$ cat src/rtl/data_types.sv
// data_types: shared word type and default queue depth
package data_types;
  typedef logic [31:0] word32_t;
  localparam int IQ_DEPTH_DEFAULT = 8;
endpackage

$ cat src/rtl/iq_storage.sv
// iq_storage: DEPTH x word32_t register array, one synchronous write port and one asynchronous read port, no reset
module iq_storage
  import data_types::*;
#(
  parameter int DEPTH = IQ_DEPTH_DEFAULT
) (
  input  logic                     i_clk,
  input  logic                     i_we,
  input  logic [$clog2(DEPTH)-1:0] i_waddr,
  input  word32_t                  i_wdata,
  input  logic [$clog2(DEPTH)-1:0] i_raddr,
  output word32_t                  o_rdata
);
  word32_t r_mem [DEPTH];
  // store the incoming word at the write index; contents persist across reset and flush
  always_ff @(posedge i_clk)
    if (i_we) r_mem[i_waddr] <= i_wdata;
  assign o_rdata = r_mem[i_raddr];
endmodule

$ cat src/rtl/instr_queue.sv
// instr_queue: circular instruction queue between fetch and dispatch; define IQ_COUNT_EN to add the count_o occupancy port
module instr_queue
  import data_types::*;
#(
  parameter int DEPTH = IQ_DEPTH_DEFAULT
) (
  input  logic                   clk_i,
  input  logic                   reset_ni,
  input  logic                   iq_write_i,
  input  word32_t                instr_i,
  output logic                   iq_full_o,
  input  logic                   iq_read_i,
  output word32_t                instr_o,
  output logic                   iq_valid_o,
  input  logic                   flush_i
`ifdef IQ_COUNT_EN
  ,
  output logic [$clog2(DEPTH):0] count_o
`endif
);
  localparam int AW = $clog2(DEPTH);
  logic [AW:0] r_wptr, r_rptr;
  logic        w_wr, w_rd;
  assign iq_valid_o = r_wptr != r_rptr;
  assign iq_full_o  = (r_wptr[AW-1:0] == r_rptr[AW-1:0]) && (r_wptr[AW] != r_rptr[AW]);
  assign w_wr       = iq_write_i & ~iq_full_o & ~flush_i;
  assign w_rd       = iq_read_i & iq_valid_o & ~flush_i;
`ifdef IQ_COUNT_EN
  assign count_o = r_wptr - r_rptr;
`endif
  // pointer update: flush wins over a same-cycle read or write
  always_ff @(posedge clk_i or negedge reset_ni)
    if (!reset_ni) begin
      r_wptr <= '0;
      r_rptr <= '0;
    end else begin
      r_wptr <= flush_i ? '0 : (w_wr ? r_wptr + 1'b1 : r_wptr);
      r_rptr <= flush_i ? '0 : (w_rd ? r_rptr + 1'b1 : r_rptr);
    end
  iq_storage #(.DEPTH(DEPTH)) u_storage (
    .i_clk  (clk_i),
    .i_we   (w_wr),
    .i_waddr(r_wptr[AW-1:0]),
    .i_wdata(instr_i),
    .i_raddr(r_rptr[AW-1:0]),
    .o_rdata(instr_o)
  );
endmodule
$ cat config.mk
export PLATFORM = sky130hd
export DESIGN_NAME = instr_queue
export DESIGN_NICKNAME = d
export VERILOG_FILES = /design/src/rtl/data_types.sv /design/src/rtl/iq_storage.sv /design/src/rtl/instr_queue.sv
export SDC_FILE = /design/constraint.sdc
export NUM_CORES = 1
export LEC_CHECK = 0
export ABC_CLOCK_PERIOD_IN_PS = 4160
export BUFFER_PORTS_ARGS = -buffer_cell sky130_fd_sc_hd__buf_4
export CAP_MARGIN = 20
export CORE_MARGIN = 2
export CORE_UTILIZATION = 35
export CTS_BUF_LIST = sky130_fd_sc_hd__clkbuf_8
export CTS_CLUSTER_DIAMETER = 200
export DETAILED_ROUTE_END_ITERATION = 8
export PLACE_DENSITY = 0.59
export SLEW_MARGIN = 10
export SYNTH_ARGS = -nofsm -noshare
export SYNTH_HDL_FRONTEND = slang
export SYNTH_HIERARCHICAL = 1
export SYNTH_SLANG_ARGS = --single-unit
export TNS_END_PERCENT = 10
$ cat constraint.sdc
create_clock -name clk_i -period 4.16 [get_ports clk_i]
set_clock_uncertainty 0.15 [all_clocks]
set_input_delay 0.624 -clock clk_i [delete_from_list [all_inputs] [get_ports clk_i]]
set_output_delay 0.624 -clock clk_i [all_outputs]
set_load 0.02 [all_outputs]
==> results of run 1 <==
## through the flow
| step | area (um2) | hold WS [ns] | instances | utilization | total power (uW) |
|---|---|---|---|---|---|
| after floorplan | 10500 | 0.178 | 443 | - | 3510 |
| after global placement | 11600 | 0.301 | 900 | 0.391 | 3740 |
| after detailed placement | 11600 | 0.304 | 900 | 0.391 | 3750 |
| after CTS | 12300 | 0.121 | 973 | 0.417 | 5740 |
| after global routing | 12300 | 0.143 | 973 | 0.417 | 5900 |
| final | 12300 | 0.165 | 973 | 0.417 | 5650 |
## flip-flops by register name, indices dropped and copies added, names as in the netlist
signal / cells
r_wptr: 4
u_storage/r_mem: 256
r_rptr: 4
## Yosys cell counts
cell type / number / area, um2
a31o_1: 1 / 8.76
nand2b_1: 7 / 43.8
nor2b_1: 5 / 31.3
nand4_1: 5 / 31.3
mux4_2: 24 / 541
nor3b_1: 1 / 7.51
buf_2: 6 / 30.0
mux2_1: 2 / 22.5
nor3_1: 2 / 10.0
mux4_1: 40 / 1050
dfrtp_1: 8 / 200
nand3_1: 1 / 5.00
a311o_1: 1 / 10.0
edfxtp_1: 256 / 7690
nand2_1: 4 / 15.0
and4_1: 1 / 8.76
buf_6: 7 / 78.8
xor2_1: 1 / 8.76
or4_1: 1 / 7.51
buf_1: 4 / 15.0
a311oi_1: 1 / 8.76
a41oi_2: 2 / 32.5
nand3b_1: 1 / 7.51
inv_1: 2 / 7.51
clkbuf_2: 1 / 5.00
xnor2_4: 2 / 55.1
xnor2_2: 1 / 16.3
a41oi_1: 2 / 17.5
ha_1: 2 / 25.0
mux2_2: 32 / 360
xnor2_1: 1 / 8.76
nor2_1: 12 / 45.0
clkbuf_1: 2 / 7.51
mux2i_1: 2 / 20.0
mux2_4: 2 / 30.0
or2_2: 1 / 6.26
## timing repair
action | in CTS | in global routing
hold endpoints to repair | 8 | 0
hold buffers | 1 | 0
endpoints found under the setup margin | 0 | 0
## where the power goes
group          leakage, uW  total [uW]  internal, uW  switching [uW]
Sequential         0.00242        2990          2960            33.8
Clock             0.000444        1970          1040             932
Combinational      0.00120         684           350             334
## layout by cell type (no fill, tap or decap), types with 2 or more instances in the layout
cell,n
xnor2_4,2
nand4_1,5
mux4_2,24
a41oi_1,2
mux2_1,2
mux2_2,32
mux2_4,2
inv_6,2
clkinv_2,2
nor2_4,6
nand2b_1,7
ha_1,2
edfxtp_1,256
inv_1,18
nor2_1,6
clkbuf_8,44
clkinv_1,7
nand2_1,4
nor2b_1,5
dfrtp_4,2
nor3_2,2
buf_12,3
mux2i_1,2
mux4_1,40
a41oi_2,2
buf_4,84
dfrtp_1,5
## per-layer routing
metal | wire length, um | vias to the layer above
met4 | 411 | 0
met3 | 1110 | 34
li1 | - | 2137
met1 | 8750 | 2485
met2 | 9770 | 111
met5 | 0 | -
## how the worst max path moves through the flow
stage / startpoint / cells after the start / slack [ns] / endpoint
floorplan: r_wptr[0]$_DFFE_PN0P_ / 5 / 0.03 / u_storage/r_mem[4][0]$_DFFE_PP_
global placement: r_rptr[2]$_DFFE_PN0P_ / 4 / 1.19 / instr_o[24]
detailed placement: r_rptr[2]$_DFFE_PN0P_ / 4 / 1.20 / instr_o[24]
CTS: r_rptr[2]$_DFFE_PN0P_ / 4 / 0.62 / instr_o[24]
global route: r_rptr[2]$_DFFE_PN0P_ / 4 / 0.55 / instr_o[22]
finish: r_rptr[2]$_DFFE_PN0P_ / 4 / 0.67 / instr_o[24]
## area by class of cell
class	instances	share of cell area
multi-input combinational	157	0.202
inverter	2	0.000609
clock buffer	44	0.0491
tap	390	0.0396
clock inverter	28	0.0117
sequential	264	0.640
timing repair buffer	88	0.0568
## worst max-delay path: cells and delay by family, from the launching register on
family	cells	cell delay [ns]
buffers and inverters	2	0.66
flip-flops	1	0.78
multiplexers	2	0.69
## kinds of logic after synthesis
kind of cell / Yosys count / share of synthesized area
flip-flops: 264 / 0.754
multiplexers: 102 / 0.193
AND/OR/NAND/NOR: 41 / 0.0209
buffers and inverters: 22 / 0.0137
AO/OA/AOI/OAI: 7 / 0.00741
XOR/XNOR: 5 / 0.00849
adder cells (fa/ha/maj): 2 / 0.00239
==> results.py, run 1 <==
metrics = {
    "floorplan": {
        "die_area_mm2": 0.0313,
        "fp.dieH_um": 177,
        "ioPinCount": 71,
        "dieWidth_um": 177,
        "initial_utilization": 0.354,
        "rows": 63,
        "core-area_mm2": 0.0296,
    },
    "clock_network": {
        "clock_sinks": 264,
        "cts_setup_buffers": 0,
        "clk_pin_slew_ns": 0.06,
        "clk_path_buf_depth": 3,
        "cts_tree": "done",
        "cts_buffers": 42,
        "clock_latency_ns": 0.52,
        "htreeDepth": 2,
        "ctsRootBufferMaster": "clkbuf_8",
        "postCtsResizedCells": 0,
    },
    "finish": {
        "syn_to_final_growth_pct": 17.8,
        "nNetsFinal": 594,
        "final_layout_size_suffix_gt1_frac": 0.362,
        "fillCellCount": 2589,
        "multiInputGateArea_mm2": 0.00249,
        "seq_area_mm2": 0.00790,
        "n_antenna_cell": 0,
    },
    "place": {
        "portBuffers": 70,
        "hpwl_mm": 11.5,
        "dp_slack_ns": 1.20,
        "finalWeightedCongestion": 0.736,
    },
    "worst_hold_path": {
        "hold_depth": 1,
        "min_path_type": "in -> reg",
        "min_to": "u_storage/r_mem[3][10]$_DFFE_PP_",
        "hp-start": "instr_i[10]",
    },
    "route": {
        "first_pass_iters": 4,
        "drt-vias-per-instance": 4.90,
        "antenna_left": 0,
        "wl_per_cell_um": 20.6,
        "initialDrtViolationCount": 228,
        "drc": 0,
        "drt-total-wl_mm": 20.0,
        "vias": 4767,
    },
    "global_route": {
        "antenna_found_initial": 0,
        "grt_overflow": 0,
        "use_met1": 0.174,
        "busiest_layer": "met2",
        "grtUsageMet3": 0.0354,
        "grt_start_max_net_pins": 53,
        "grt_pass1_vias": 5155,
        "grt_usage": 0.132,
        "grt_util_met2": 0.214,
        "grt_pass1_wl_mm": 30.8,
    },
    "timing": {
        "fmax_mhz": 287,
        "setup_tns_ns": 0,
        "max-slew-margin-rel": 0.589,
        "rsz0062_at_grt": "no",
        "fin_crit_sh": 0.838,
        "setup_viol_count_final": 0,
        "finalCriticalPeriod_ns": 3.49,
        "worst_pin_slew_ns": 0.617,
        "hold_viol": 0,
        "setup_ws_ns": 0.674,
        "final_max_slew_viol_count": 0,
    },
    "setup_path": {
        "r2r-end": "u_storage/r_mem[7][18]$_DFFE_PP_",
        "crit_top_cell": "buf_4",
        "crit_path_max_fanout": 37,
        "rr_worst_depth": 6,
        "reg2reg_slack_ns": 1.28,
        "cp-end-kind": "primary output",
        "cp_slowest_cell": "dfrtp_4",
        "path_cells": "buf_4, mux4_1, mux2_2, buf_4",
        "crit_type": "reg -> out",
        "r2r-start": "r_rptr[2]$_DFFE_PN0P_",
        "crit_required_ns": 3.39,
        "crit_path_max_incr_delay_ns": 0.78,
        "cp.arrival_ns": 2.71,
        "critPathLaunchType": "flip-flop",
    },
    "synthesis": {
        "synth-seq-area-share": 0.754,
        "yosysWarnings": 6,
        "synth_seq_cells": 264,
        "syn_area_mm2": 0.0105,
        "synth_cells": 443,
        "ys_types": 36,
        "post_synth.cell_area_avg_um2": 23.6,
        "synth_nets": 482,
    },
    "pwr": {
        "ir_drop_uv": 153,
        "cellLeakagePower_uw": 0.00406,
        "power_density_mw_per_mm2": 458,
    },
    "status": {
        "outcome": "completed",
    },
    "flow_run": {
        "max_cap_violations": 0,
    },
}
Power figures use the tool's default switching activity.
==> run 2, diff against run 1 <==
--- a/config.mk
+++ b/config.mk
@@ -5,7 +5,7 @@
 export SDC_FILE = /design/constraint.sdc
 export NUM_CORES = 1
 export LEC_CHECK = 0
-export ABC_CLOCK_PERIOD_IN_PS = 4160
+export ABC_CLOCK_PERIOD_IN_PS = 2800
 export BUFFER_PORTS_ARGS = -buffer_cell sky130_fd_sc_hd__buf_4
 export CAP_MARGIN = 20
 export CORE_MARGIN = 2
==> constraint.sdc (replaced) <==
create_clock -name clk_i -period 2.8 [get_ports clk_i]
set_clock_uncertainty 0.15 [all_clocks]
set_input_delay 0.42 -clock clk_i [delete_from_list [all_inputs] [get_ports clk_i]]
set_output_delay 0.42 -clock clk_i [all_outputs]
set_load 0.02 [all_outputs]
==> run 2 against run 1 <==
Effect of this change: the run now ends with negative setup slack left; sequential power is 48% higher; critical path depth unchanged; flip-flop and latch count is the same; core utilization is 2.7 points higher; global-route usage is 1.2 points higher; setup slack worse by 0.76 ns; worst hold slack got worse by 0.087 ns; power rose by 57%; critical path type unchanged; highest routed layer unchanged.
==> results.py, run 2 (same netlist as run 1, synthesis figures left out) <==
metrics = {
    "timing": {
        "final_max_slew_viol_count": 0,
        "setup_viol_count_final": 32,
        "fmax_mhz": 346,
        "max-slew-margin-rel": 0.507,
        "setup_ws_ns": -0.0865,
        "fin_crit_sh": 1.03,
        "hold_viol": 0,
        "setup_tns_ns": -1.93,
        "rsz0062_at_grt": "yes",
        "worst_pin_slew_ns": 0.740,
        "finalCriticalPeriod_ns": 2.89,
    },
    "floorplan": {
        "initial_utilization": 0.354,
        "core-area_mm2": 0.0296,
        "fp.dieH_um": 177,
        "rows": 63,
        "dieWidth_um": 177,
        "ioPinCount": 71,
        "die_area_mm2": 0.0313,
    },
    "place": {
        "portBuffers": 70,
        "finalWeightedCongestion": 0.675,
        "hpwl_mm": 11.9,
        "postPlaceCellArea_mm2": 0.0117,
    },
    "global_route": {
        "grt_pass1_wl_mm": 33.4,
        "grt_usage": 0.144,
        "antenna_found_initial": 0,
        "grt_start_max_net_pins": 68,
        "grt_pass1_vias": 5590,
        "grt_overflow": 0,
    },
    "pwr": {
        "power_density_mw_per_mm2": 673,
        "finalPower_uw": 8850,
        "ir_drop_uv": 272,
        "cellLeakagePower_uw": 0.00433,
    },
    "clock_network": {
        "ctsRootBufferMaster": "clkbuf_8",
        "cts_tree": "done",
        "clk_pin_slew_ns": 0.07,
        "clock_sinks": 264,
        "cts_buffers": 44,
        "clock_latency_ns": 0.56,
        "clk_path_buf_depth": 3,
        "htreeDepth": 2,
    },
    "finish": {
        "final_layout_size_suffix_gt1_frac": 0.413,
        "top_register": "u_storage/r_mem",
        "n_antenna_cell": 0,
        "final_common_cell": "edfxtp_1",
        "multiInputGateArea_mm2": 0.00247,
        "reg.largest.list": "u_storage/r_mem x256, r_rptr x4, r_wptr x4",
        "largest_register_ffs": 256,
        "nNetsFinal": 646,
        "fin_area_mm2": 0.0131,
        "syn_to_final_growth_pct": 25.5,
        "seq_area_mm2": 0.00790,
        "layout_common_cells": "edfxtp_1 (256), buf_4 (61), mux4_2 (54)",
        "fillCellCount": 2565,
    },
    "status": {
        "violations": "negative setup slack",
        "outcome": "finished, violations left",
    },
    "setup_path": {
        "cp-end-kind": "primary output",
        "cp.arrival_ns": 2.32,
        "critPathLaunchType": "flip-flop",
        "crit_path_max_fanout": 19,
        "crit_required_ns": 2.23,
        "crit_type": "reg -> out",
    },
    "route": {
        "drc": 0,
        "vias": 5015,
        "first_pass_iters": 4,
        "drt-total-wl_mm": 22.0,
        "drt-vias-per-instance": 4.87,
        "antenna_left": 0,
        "wl_per_cell_um": 21.4,
        "initialDrtViolationCount": 393,
    },
    "worst_hold_path": {
        "min_path_type": "in -> async",
    },
    "flow_run": {
        "max_cap_violations": 0,
    },
}
-- run 2: metal layers --
metal	up-vias	GRT usage	wire (um)
li1	2222	-	-
met1	2636	0.188	9540
met2	119	0.242	11100
met3	38	0.0311	955
met4	0	0.0430	419
met5	-	0	0
-- run 2: worst paths after layout --
kind / startpoint / end / slack, ns / depth (start not counted)
worst min register to register: r_wptr[3]$_DFFE_PN0P_ / r_wptr[3]$_DFFE_PN0P_ / 0.50 / 2
worst min-delay path: reset_ni / r_rptr[0]$_DFFE_PN0P_ / 0.08 / 2
worst max-delay path: r_rptr[0]$_DFFE_PN0P_ / instr_o[7] / -0.09 / 4
min in group clk_i: iq_write_i / r_wptr[1]$_DFFE_PN0P_ / 0.11 / 4
worst max register to register: r_rptr[0]$_DFFE_PN0P_ / u_storage/r_mem[7][18]$_DFFE_PP_ / 0.08 / 7
max in group asynchronous: reset_ni / r_rptr[2]$_DFFE_PN0P_ / 2.26 / 2
-- run 2: area by class of cell --
cell class	count	area share
Sequential cell	264	0.601
Multi-Input combinational cell	157	0.188
Timing Repair Buffer	138	0.114
Clock buffer	44	0.0461
Tap cell	390	0.0371
Clock inverter	35	0.0130
Inverter	2	0.000571
-- run 2: repair_timing --
| item | 4_1_cts | 5_1_grt |
|---|---|---|
| endpoints found under the setup margin | 32 | 37 |
| buffers inserted | 5 | 0 |
| endpoints found under the hold margin | 265 | 0 |
| hold buffers | 34 | 0 |
| gates resized for setup | 52 | 31 |
| cloned | 5 | 1 |
-- run 2: where the power goes --
part           internal [uW]  switching [uW]  total [uW]  leakage [uW]
clock                   1490            1490        2980      0.000434
sequential              4400            29.2        4430       0.00242
combinational            805             631        1440       0.00148
total                   6690            2150        8850       0.00433
-- run 2: worst max-delay path, cell delays in order (launching register included) --
cell	delay [ns]
dfrtp_4	0.50
buf_16	0.21
mux4_1	0.57
mux2_2	0.30
buf_4	0.16
-- run 2: metrics by stage --
stage          hold slack [ns]  setup WS (ns)  utilization  instances
3_5_place_dp             0.108          0.319        0.397        907
2_1_floorplan          -0.0256         -0.495            -        443
6_report                0.0774        -0.0865        0.444       1030
3_3_place_gp            0.0977          0.340        0.397        907
5_1_grt                 0.0925         -0.165        0.444       1030
4_1_cts                 0.0780         -0.176        0.442       1030
==> run 3, diff against run 2 <==
==> constraint.sdc (replaced) <==
create_clock -name clk_i -period 2.8 [get_ports clk_i]
set_clock_uncertainty 0.15 [all_clocks]
set_input_delay 0.28 -clock clk_i [delete_from_list [all_inputs] [get_ports clk_i]]
set_output_delay 0.28 -clock clk_i [all_outputs]
set_load 0.02 [all_outputs]
==> run 3 against run 2 <==
Effect of this change: the run now ends clean; largest cell class unchanged; worst hold slack gained 0.29 ns; via count up 0.16%; critical path depth unchanged; maximum frequency increased by 4.5%; routed wire length shrank 3.6%.
==> results.py, run 3 (same netlist as run 1, synthesis figures left out) <==
metrics = {
    "status": {
        "outcome": "completed",
    },
    "pwr": {
        "p_sw_uw": 2050,
        "finalPower_uw": 8590,
        "p_int_uw": 6540,
        "clockPowerShare": 0.339,
        "ir_drop_uv": 310,
        "power_density_mw_per_mm2": 666,
        "cellLeakagePower_uw": 0.00428,
        "pwr-share-comb": 0.145,
        "swShare": 0.239,
        "seqPwrFrac": 0.516,
    },
    "floorplan": {
        "die_area_mm2": 0.0313,
        "core-area_mm2": 0.0296,
        "rows": 63,
        "dieWidth_um": 177,
        "fp.dieH_um": 177,
        "initial_utilization": 0.354,
        "ioPinCount": 71,
    },
    "finish": {
        "nNetsFinal": 643,
        "n_antenna_cell": 0,
        "syn_to_final_growth_pct": 23.2,
        "final_common_cell": "edfxtp_1",
        "fin_area_mm2": 0.0129,
        "top_register": "u_storage/r_mem",
        "final_util": 0.436,
        "layout_common_cells": "edfxtp_1 (256), buf_4 (83), clkbuf_8 (44)",
        "fillCellCount": 2542,
        "reg.largest.list": "u_storage/r_mem x256, r_rptr x4, r_wptr x4",
        "largest_register_ffs": 256,
        "final_layout_size_suffix_gt1_frac": 0.360,
    },
    "clock_network": {
        "cts_buffers": 44,
        "ctsRootBufferMaster": "clkbuf_8",
        "clock_latency_ns": 0.54,
        "clk_path_buf_depth": 3,
        "htreeDepth": 2,
        "clock_sinks": 264,
        "cts_tree": "done",
        "clk_pin_slew_ns": 0.06,
    },
    "timing": {
        "fin_crit_sh": 0.986,
        "setup_viol_count_final": 0,
        "fmax_mhz": 362,
        "hold_ws_ns": 0.366,
        "finalCriticalPeriod_ns": 2.76,
        "rsz0062_at_grt": "yes",
        "worst_pin_slew_ns": 0.608,
        "hold_viol": 0,
        "setup_ws_ns": 0.0388,
        "final_max_slew_viol_count": 0,
        "max-slew-margin-rel": 0.594,
    },
    "setup_path": {
        "r2r-end": "u_storage/r_mem[4][14]$_DFFE_PP_",
        "crit_path_max_fanout": 19,
        "cp-end-kind": "primary output",
        "endpoint": "instr_o[7]",
        "startpoint": "r_rptr[0]$_DFFE_PN0P_",
        "crit_type": "reg -> out",
        "crit_required_ns": 2.37,
        "rr_worst_depth": 7,
        "critPathLaunchType": "flip-flop",
        "r2r-start": "r_rptr[0]$_DFFE_PN0P_",
        "reg2reg_slack_ns": 0.15,
        "cp.arrival_ns": 2.33,
    },
    "worst_hold_path": {
        "min_path_type": "in -> reg",
    },
    "route": {
        "vias": 5023,
        "initialDrtViolationCount": 396,
        "first_pass_iters": 4,
        "wl_per_cell_um": 20.7,
        "antenna_left": 0,
        "drt-total-wl_mm": 21.2,
        "drc": 0,
        "drt-vias-per-instance": 4.90,
    },
    "global_route": {
        "antenna_found_initial": 0,
        "grt_pass1_wl_mm": 32.5,
        "grt_usage": 0.138,
        "grt_pass1_vias": 5530,
        "grt_overflow": 0,
        "grt_start_max_net_pins": 68,
    },
    "place": {
        "portBuffers": 70,
        "postPlaceCellArea_mm2": 0.0116,
        "dp_slack_ns": 0.243,
        "hpwl_mm": 12.1,
        "finalWeightedCongestion": 0.736,
    },
    "flow_run": {
        "max_cap_violations": 0,
    },
}
## run 3: cell count changes in the layout (fill, tap and decap cells not counted), sizes merged
cell,before,now
buf,103,96
clkinv,20,15
inv,15,20
dlygate4sd3,34,38
clkinvlp,2,1
## run 3: per-stage QoR
| stage | std cells | setup TNS, ns |
|---|---|---|
| global placement | 905 | 0 |
| CTS | 1026 | -0.112 |
| global route | 1026 | -0.0485 |
| finish | 1026 | 0 |
| detailed placement | 905 | 0 |
| floorplan | 443 | -117.89 |
## run 3: worst min path at each step
| stage | start | slack [ns] | to | depth (start not counted) |
|---|---|---|---|---|
| 2_1_floorplan | reset_ni | -0.17 | r_rptr[0]$_DFFE_PN0P_ | 0 |
| 4_1_cts | instr_i[4] | 0.33 | u_storage/r_mem[0][4]$_DFFE_PP_ | 2 |
| 3_5_place_dp | reset_ni | -0.04 | r_rptr[3]$_DFFE_PN0P_ | 1 |
| 3_3_place_gp | reset_ni | -0.04 | r_wptr[3]$_DFFE_PN0P_ | 1 |
| 5_1_grt | instr_i[4] | 0.34 | u_storage/r_mem[6][4]$_DFFE_PP_ | 2 |
| 6_report | instr_i[6] | 0.37 | u_storage/r_mem[1][6]$_DFFE_PP_ | 2 |
## run 3: per-layer routing
metal  share of wire  vias to the layer above  global-route usage
li1                -                     2232                   -
met1            0.42                     2616               0.177
met2            0.50                      139               0.231
met3           0.051                       36              0.0318
met4           0.023                        0              0.0458
met5               0                        -                   0
## run 3: final cells by class
| class | instances | area [um2] | area share |
|---|---|---|---|
| flip-flops and latches | 264 | 7900 | 0.613 |
| multi-input cells | 157 | 2490 | 0.193 |
| repair buffers | 135 | 1250 | 0.0970 |
| clock buffers | 44 | 606 | 0.0470 |
| well taps | 390 | 488 | 0.0379 |
| clock inverters | 34 | 153 | 0.0118 |
| inverters | 2 | 7.51 | 0.000582 |
## run 3: power groups by stage
| stage | Combinational [uW] | Clock (uW) | Sequential, uW |
|---|---|---|---|
| 2_1_floorplan | 711 | 0 | 4500 |
| 3_3_place_gp | 1080 | 0 | 4500 |
| 3_5_place_dp | 1100 | 0 | 4510 |
| 4_1_cts | 1280 | 3010 | 4430 |
| 5_1_grt | 1340 | 3180 | 4430 |
| 6_report | 1250 | 2910 | 4430 |
## run 3: repair_timing
| item | CTS | global route |
|---|---|---|
| cloned | 2 | 1 |
| endpoints found under the hold margin | 267 | 0 |
| hold buffers | 38 | 0 |
| resized for setup | 21 | 5 |
| setup endpoints to repair | 21 | 26 |
| setup buffers | 3 | 0 |
## run 3: worst max-delay path, cell delays in order, from the launching register on
cell	delay, ns
dfrtp_4	0.51
buf_16	0.21
mux4_1	0.60
mux2_2	0.31
buf_4	0.16
